===== config.mk =====
export PLATFORM = sky130hd
export DESIGN_NAME = key_schedule_bank
export DESIGN_NICKNAME = d
export VERILOG_FILES = /design/src/rtl/ks_pkg.sv /design/src/rtl/key_schedule_bank_rf.sv /design/src/rtl/key_schedule_bank.sv
export SDC_FILE = /design/constraint.sdc
export NUM_CORES = 2
export LEC_CHECK = 0
export ABC_AREA = 1
export BUFFER_PORTS_ARGS = -buffer_cell sky130_fd_sc_hd__buf_4
export CAP_MARGIN = 5
export CORE_ASPECT_RATIO = 0.8
export CORE_MARGIN = 4
export CORE_UTILIZATION = 40
export CTS_CLUSTER_SIZE = 24
export DETAILED_ROUTE_END_ITERATION = 6
export PLACE_DENSITY_LB_ADDON = 0.15
export SYNTH_ARGS = -nofsm -noshare
export SYNTH_HDL_FRONTEND = slang
export SYNTH_SLANG_ARGS = --single-unit

===== constraint.sdc =====
create_clock -name clk -period 2.45 [get_ports clk]
set_input_delay 0.49 -clock clk [delete_from_list [all_inputs] [get_ports clk]]
set_output_delay 0.49 -clock clk [all_outputs]
set_load 0.005 [all_outputs]

===== src/rtl/ks_pkg.sv =====
// Shared types and defaults for the round-key expansion bank.
// Build with KS_ZEROIZE_EN to add the synchronous zeroize port.
package ks_pkg;

  typedef enum logic [1:0] {
    IDLE   = 2'd0,
    EXPAND = 2'd1,
    DONE   = 2'd2
  } ks_state_e;

  localparam int KS_KEY_W    = 128;
  localparam int KS_NUM_KEYS = 10;
  localparam int KS_ITER_PP  = 8;

  function automatic int unsigned rev_idx(
    input int unsigned idx,
    input int unsigned n
  );
    return n - 1 - idx;
  endfunction

endpackage


===== src/rtl/key_schedule_bank_rf.sv =====
// Round-key register file: pair-wide write port,
// registered read port, async reset and sync clear.
module key_bank_rf
  import ks_pkg::*;
#(
  parameter int KEY_W    = KS_KEY_W,
  parameter int NUM_KEYS = KS_NUM_KEYS,
  parameter int IDX_W    = $clog2(NUM_KEYS)
) (
  input  logic             clk,
  input  logic             reset,
  input  logic             clr,
  input  logic             wr_en,
  input  logic [IDX_W-1:0] wr_pair,
  input  logic [KEY_W-1:0] wr_lo,
  input  logic [KEY_W-1:0] wr_hi,
  input  logic             rd_en,
  input  logic [IDX_W-1:0] rd_addr,
  output logic [KEY_W-1:0] rd_key
);

  logic [KEY_W-1:0] mem [NUM_KEYS];
  logic [IDX_W-1:0] lo_idx;
  logic [IDX_W-1:0] hi_idx;

  assign lo_idx = {wr_pair[IDX_W-2:0], 1'b0};
  assign hi_idx = {wr_pair[IDX_W-2:0], 1'b1};

  always_ff @(posedge clk or negedge reset) begin
    if (!reset) begin
      for (int i = 0; i < NUM_KEYS; i++)
        mem[i] <= '0;
      rd_key <= '0;
    end else if (clr) begin
      for (int i = 0; i < NUM_KEYS; i++)
        mem[i] <= '0;
      rd_key <= '0;
    end else begin
      // read sees the pre-write contents
      if (rd_en)
        rd_key <= mem[rd_addr];
      if (wr_en) begin
        mem[lo_idx] <= wr_lo;
        mem[hi_idx] <= wr_hi;
      end
    end
  end

endmodule


===== src/rtl/key_schedule_bank.sv =====
// Feistel key expansion into a random-access round-key bank.
// Optional KS_ZEROIZE_EN adds a synchronous zeroize input.
module key_schedule_bank
  import ks_pkg::*;
#(
  parameter int KEY_W         = KS_KEY_W,
  parameter int NUM_KEYS      = KS_NUM_KEYS,
  parameter int ITER_PER_PAIR = KS_ITER_PP,
  parameter int IDX_W         = $clog2(NUM_KEYS),
  parameter int CIDX_W        =
    $clog2((NUM_KEYS/2-1)*ITER_PER_PAIR)
) (
  input  logic               clk,
  input  logic               reset,
`ifdef KS_ZEROIZE_EN
  input  logic               zeroize,
`endif
  input  logic               start,
  input  logic [2*KEY_W-1:0] master_key,
  input  logic               encrypt,
  output logic [KEY_W-1:0]   f_data,
  output logic [CIDX_W-1:0]  f_cidx,
  input  logic [KEY_W-1:0]   f_result,
  output logic               busy,
  output logic               ready,
  input  logic               rd_en,
  input  logic [IDX_W-1:0]   rd_idx,
  output logic [KEY_W-1:0]   rd_key,
  output logic               rd_valid,
  output logic               rd_err
);

  localparam int LAST_PAIR = NUM_KEYS/2 - 1;
  localparam int ITER_W =
    ITER_PER_PAIR > 1 ? $clog2(ITER_PER_PAIR) : 1;

  ks_state_e         state_q, state_d;
  logic [KEY_W-1:0]  a_q, b_q, a_next;
  logic [IDX_W-1:0]  pair_q;
  logic [ITER_W-1:0] iter_q;
  logic              zap, load, step;
  logic              last_iter, last_pair;
  logic              rd_ok;
  logic [IDX_W-1:0]  rd_addr;

`ifdef KS_ZEROIZE_EN
  assign zap = zeroize;
`else
  assign zap = 1'b0;
`endif

  assign busy      = state_q == EXPAND;
  assign ready     = state_q == DONE;
  assign load      = start && !busy && !zap;
  assign step      = busy && !zap;
  assign last_iter = 32'(iter_q) == ITER_PER_PAIR - 1;
  assign last_pair = 32'(pair_q) == LAST_PAIR;
  assign a_next    = f_result ^ b_q;

  assign f_data = a_q;
  assign f_cidx = busy
    ? CIDX_W'((32'(pair_q) - 1) * ITER_PER_PAIR
              + 32'(iter_q))
    : '0;

  always_ff @(posedge clk or negedge reset) begin
    if (!reset)
      state_q <= IDLE;
    else
      state_q <= state_d;
  end

  always_comb begin
    state_d = state_q;
    unique case (state_q)
      IDLE, DONE:
        if (start) state_d = EXPAND;
      EXPAND:
        if (last_iter && last_pair) state_d = DONE;
      default:
        state_d = IDLE;
    endcase
    if (zap) state_d = IDLE;
  end

  always_ff @(posedge clk or negedge reset) begin
    if (!reset) begin
      a_q    <= '0;
      b_q    <= '0;
      pair_q <= '0;
      iter_q <= '0;
    end else if (zap) begin
      a_q    <= '0;
      b_q    <= '0;
      pair_q <= '0;
      iter_q <= '0;
    end else if (load) begin
      a_q    <= master_key[2*KEY_W-1:KEY_W];
      b_q    <= master_key[KEY_W-1:0];
      pair_q <= IDX_W'(1);
      iter_q <= '0;
    end else if (step) begin
      a_q <= a_next;
      b_q <= a_q;
      if (last_iter) begin
        iter_q <= '0;
        pair_q <= pair_q + 1'b1;
      end else begin
        iter_q <= iter_q + 1'b1;
      end
    end
  end

  assign rd_ok = rd_en && ready
    && (32'(rd_idx) < NUM_KEYS);
  assign rd_addr = encrypt ? rd_idx
    : IDX_W'(rev_idx(32'(rd_idx), NUM_KEYS));

  always_ff @(posedge clk or negedge reset) begin
    if (!reset) begin
      rd_valid <= 1'b0;
      rd_err   <= 1'b0;
    end else if (zap) begin
      rd_valid <= 1'b0;
      rd_err   <= 1'b0;
    end else begin
      rd_valid <= rd_ok;
      rd_err   <= rd_en && !rd_ok;
    end
  end

  key_bank_rf #(
    .KEY_W    (KEY_W),
    .NUM_KEYS (NUM_KEYS),
    .IDX_W    (IDX_W)
  ) u_rf (
    .clk     (clk),
    .reset   (reset),
    .clr     (zap),
    .wr_en   (load || (step && last_iter)),
    .wr_pair (load ? '0 : pair_q),
    .wr_lo   (load ? master_key[2*KEY_W-1:KEY_W]
                   : a_next),
    .wr_hi   (load ? master_key[KEY_W-1:0] : a_q),
    .rd_en   (rd_ok),
    .rd_addr (rd_addr),
    .rd_key  (rd_key)
  );

endmodule


# == After elaboration in Yosys (flattened, before gate mapping) ==
# Index checks and enable logic that the tools add are counted.
# totals
register_bits,1675
latch_bits,0
ram_bits,0
rom_bits,0
in_bits,393
output_inout_bits,265
wordCells,83
memories,0
# op_classes
addsub,5
mul,0
div_mod_pow,0
order_cmp,6
eq_ne,6
n_shift,0
n_mux,27
n_bitwise,4
reduce_logical,17
# ops
cell,count
1280-bit bitwise mux,2
128-bit 2-to-1 mux,10
128-bit demux with 4-bit select,2
128-bit binary-select mux with 4-bit select,1
128-bit bitwise XOR,1
4-bit 2-to-1 mux,4
5-bit greater-or-equal comparator (second input constant),3
4-bit inverter with 5-bit output,3
3-bit 2-to-1 mux,4
5-bit by 1-bit < comparator with 1-bit output (second input constant),2
1-bit logical AND,8
5-bit by 4-bit adder with 5-bit output,1
5-bit 2-to-1 mux,1
4-bit by 1-bit adder with 4-bit output (second input constant),1
4-bit by 3-bit == test with 1-bit output (second input constant),1
4-bit < comparator (second input constant),1
2-bit 2-to-1 mux,2
2-bit case mux with 2 select lines,1
2-bit AND reduction,2
2-bit nonzero test,2
4-bit subtractor (first input constant),1
3-bit by 1-bit adder with 3-bit output (second input constant),1
3-bit == test (second input constant),1
2-bit by 1-bit == test with 1-bit output (second input constant),1
other kinds (8),9

# == Logic depth before layout (Yosys ltp) ==
# logic_depth
word_depth,11
mapped_depth,14
depth_no_buf,10

# == Cells and area by module ==
# From an unflattened synthesis, not the netlist that was laid out.
# unflattened
cells_unflattened,10456
hier_area_um2,82067.5
# modules_own_cells
mod,instances,cells_per_inst,area_each_um2,seq_area_each_um2
key_bank_rf,1,7669,63731.1,35233.8
key_schedule_bank,1,2787,18336.3,6681.4

# == Least setup slack after synthesis ==
# Ideal clock, no wire load.
# synth_timing
kind,in2reg
startpoint,in rd_idx[1]
endpoint,reg u_rf.rd_key[107]
setup_ns,0.121
arrival_ns,2.550
t_required_ns,2.329
setup_slack_ns,-0.221
path_stages,13
n_path_buf,5
cell_sequence,buf_2 clkinv_1 clkbuf_1 clkbuf_1 ha_1 inv_1 o21ai_0 inv_1 clkbuf_1 clkbuf_1 nand3_1 nand3_1 a21oi_1
# synth_between
elab_chain_cells,6
elab_cells_between_ends,8
classes_between,add/sub: 1; order compare: 1; mux: 4; bitwise: 1; reduce/logical: 1
# synth_rtl
element,line,rtl
from (decl),key_schedule_bank.sv:27,"input logic [IDX_W-1:0] rd_idx,"
4-bit subtractor,ks_pkg.sv:19,return n - 1 - idx;
4-bit 2-to-1 mux,key_schedule_bank.sv:116,assign rd_addr = encrypt ? rd_idx
4-bit inverter with 5-bit output (implied by the code),key_schedule_bank_rf.sv:41,rd_key <= mem[rd_addr];
128-bit binary-select mux with 4-bit select,key_schedule_bank_rf.sv:41,
128-bit 2-to-1 mux (implied by the code) (2 in a row),key_schedule_bank_rf.sv:41,
to (signal assigned),key_schedule_bank_rf.sv:41,
to (decl),key_schedule_bank_rf.sv:19,output logic [KEY_W-1:0] rd_key
# Parallel ways exist; a longest one is shown, timed or not. The select of a mux whose other input is x is not followed.
# A chain may end at the register's enable or synchronous reset.

# == Worst setup path in the final report ==
# layout_timing
startpoint,reg pair_q[0]
endpoint,out f_cidx[4]
# layout_between
elab_chain_cells,3
# layout_rtl
element,line,rtl
from (decl),key_schedule_bank.sv:39,logic [IDX_W-1:0] pair_q;
from (signal assigned),key_schedule_bank.sv:107,pair_q <= pair_q + 1'b1;
2-bit by 1-bit subtractor with 2-bit output,key_schedule_bank.sv:62,? CIDX_W'((32'(pair_q) - 1) * ITER_PER_PAIR
5-bit by 4-bit adder with 5-bit output,key_schedule_bank.sv:63,+ 32'(iter_q))
5-bit 2-to-1 mux,key_schedule_bank.sv:62,
to (decl),key_schedule_bank.sv:22,"output logic [CIDX_W-1:0] f_cidx,"
# No other way between the ends.

==> metrics.csv <==
metric;value;unit
synth_enable_flop_cells;0;
fmax;0.4171;GHz
synth-simple-area-share;23.77;%
cts_tree;built;
power.internal;0.07009;W
synth_area_leaders;dfrtp_1 (52%), nand2_1 (12%), nand3_1 (8.7%);
path_max_fanout;2;
ys_ff_latch;1675;
skew;46.41;ps
criticalPathCategory;register to output pin;
ant_nets;0;
finalHoldViolations;0;
antenna_found_initial;7;
synth_fp_nets;10670;
grt_max_degree;118;
insertion_delay;800;ps
gp_congestion;0.8452;
max_cap_viol_count;0;
max-slew-margin-rel;21.31;%
dieHeight;408.8;um
die_area;208100;um^2
rows;146;
status;finished, final reports clean;
post-dp-hpwl;179200;um
synth.avg_cell_area;7.819;um^2
grt_first_pass_wirelength;430500;um
syn_area;80310;um^2
io_pins;658;
max_stage_delay;390;ps
numCtsBuffers;179;
sw_frac_of_total;36.33;%
cts.clk_slew.worst_paths;60;ps
yosysMostFrequentCell;nand2_1;
dr.pass1.iters;6;
final_util;49.45;%
clock-sinks;1675;
finalSetupTns;0;ps
synthDistinctLibCells;35;
core_area;198800;um^2
hold_class;input pin to register;
port_buffers;657;
fin_nets;11330;
grt_use_total;26.43;%
ys.flop_type;dfrtp_1;
worst_setup_path_start_kind;register;
p_clk_share;25.7;%
h-tree-depth;4;
rsz0062_at_grt;yes;
end_kind;output pin;
drc;0;
min_period_over_period;97.86;%
start_util;40.41;%
fill_cells;19110;
cp.required;1960;ps
arrival;1910;ps
power_density;1120;nW/um^2
synth-compound-area-share;11.65;%
slowest_stage;dfrtp_1;
synth_fa_ha_area_share;0.07789;%
syn2layout_area_growth;22.38;%
dr.first_iter.drc_count;6798;
yosysTopAreaCellShare;52.19;%
syn_inst;10270;
ctsLongestPathBuffers;3;
synth_top_family_by_area;simple AND/OR/NAND/NOR gates;
yosysWarnings;0;
grt_pass1_vias;69760;
drive_above_1_share;14.19;%
synthXorXnorAreaFrac;1.418;%
synthMuxAreaShare;0.8974;%
via_per_inst;5.238;
period_needed;2397;ps
wl_per_cell;20.34;um
ir_drop;0.6809;mV
power.static_leakage;48.22;nW
async_reset_ff_share;100.0;%
die_x;509.0;um
tightest_slew;1180;ps
cts-root-buf;clkbuf_16;
maxSlewViolCount;0;
via_count;71940;
wirelength;279300;um
final-setup-viol-count;0;
crit_chain;inv_1 > ha_1 > nor2_2 > buf_4;
synth_sequential_area_ratio;52.19;%
seq_power_share;39.7;%
switchingPower;0.03999;W
synth_common_cells;nand2_1 (2644), dfrtp_1 (1675), nand3_1 (1390);
combPwrFrac;34.5;%
synth_area_leader_cell;dfrtp_1;
globalRoute.totalOverflow;0;
logic make-up (layout without fill, tap and decap cells):
family	Yosys count	after routing
compound gates	1804	1804
xor+xnor	130	130
fa+ha+maj	5	5
buf+inv	2009	2805
flops	1675	1675
mux	64	64
other cells	0	2
simple gates	4585	4585
per-layer routing:
layer / share of wire (%) / wire, um / global-route usage (%) / vias up
met5: 0.0025 / 7 / 0 / -
met2: 46 / 129300 / 42.64 / 2618
li1: - / - / - / 33850
met3: 6.6 / 18300 / 3.787 / 425
met1: 44 / 123600 / 37.20 / 35040
met4: 2.9 / 8102 / 7.340 / 2
layout make-up:
class	count	area (um^2)	share of cell area, %
flip-flops and latches	1675	41920	42.65
clock buffers	269	5391	5.485
diodes	2	5.005	0.005092
inverters	1287	4891	4.976
multi-input cells	6588	30490	31.02
clock inverters	53	715.7	0.7282
repair buffers	1196	11540	11.74
well taps	2664	3333	3.391
power groups by stage:
stage / clock network, W / registers, W / logic, W
after floorplan: 0 / 0.0428 / 0.0229
after global placement: 0 / 0.0438 / 0.0371
after detailed placement: 0 / 0.0441 / 0.0378
after CTS: 0.0289 / 0.0437 / 0.0382
after global routing: 0.0301 / 0.0448 / 0.0429
final: 0.0283 / 0.0437 / 0.0380
path summary, 6_finish.rpt:
kind	cells past startpoint	slack (ps)	endpoint	startpoint
max	4	50	f_cidx[4]	pair_q[0]
min	3	60	b_q[65]	master_key[65]
max reg2reg	11	160	u_rf.mem[56]	state_q[0]
min reg2reg	2	470	u_rf.mem[243]	u_rf.mem[243]
max in group asynchronous	4	1050	u_rf.mem[718]	reset
min in group asynchronous	2	240	f_data[121]	reset
sequential cells by signal, indices dropped and copies added, names as in the netlist, 2 cells and up:
signal	cells
f_data	128
state_q	2
u_rf.rd_key	128
pair_q	4
b_q	128
u_rf.mem	1280
iter_q	3
timing repair:
action | 4_1_cts | 5_1_grt
buffers inserted | 2 | 0
endpoints found under the hold margin | 113 | 0
gates resized for setup | 2 | 3
endpoints found under the setup margin | 1 | 18
hold buffers | 73 | 0
pin swaps | 0 | 2
cloned | 0 | 0
stage by stage:
stage | std cells | area [um^2] | worst slack [ps] | power [W] | hold slack (ps)
3_5_place_dp | 13340 | 91410 | -93.48 | 0.08190 | 429.9
4_1_cts | 13730 | 98260 | 17.90 | 0.1108 | 0.4216
6_report | 13730 | 98290 | 52.53 | 0.1101 | 58.73
3_3_place_gp | 13340 | 91410 | -94.92 | 0.08085 | 422.4
5_1_grt | 13730 | 98290 | -14.35 | 0.1177 | 32.57
2_1_floorplan | 10270 | 80360 | 10.15 | 0.06569 | 194.4
worst max-delay path: cells and delay by family (launching register included):
family,cells,cell delay [ps]
flops,1,390
fa+ha+maj,1,330
buf+inv,2,230
simple gates,1,150
placed cells by master, fill, tap and decap left out, types with 51 or more instances in the layout:
cell / synthesis / layout
nand2_1: 2644 / 2635
dlygate4sd3_1: 0 / 73
a31oi_1: 65 / 65
dfrtp_1: 1675 / 1675
nand3_1: 1390 / 1389
o21ai_2: 65 / 65
buf_4: 16 / 934
clkbuf_8: 0 / 51
a21oi_1: 193 / 193
inv_1: 1280 / 1276
o21ai_0: 1183 / 1182
nor2_1: 519 / 518
buf_12: 0 / 185
o21ai_1: 296 / 296
mux2_2: 64 / 64
clkbuf_16: 0 / 182
xnor2_1: 128 / 128
Power figures use the tool's default switching activity.
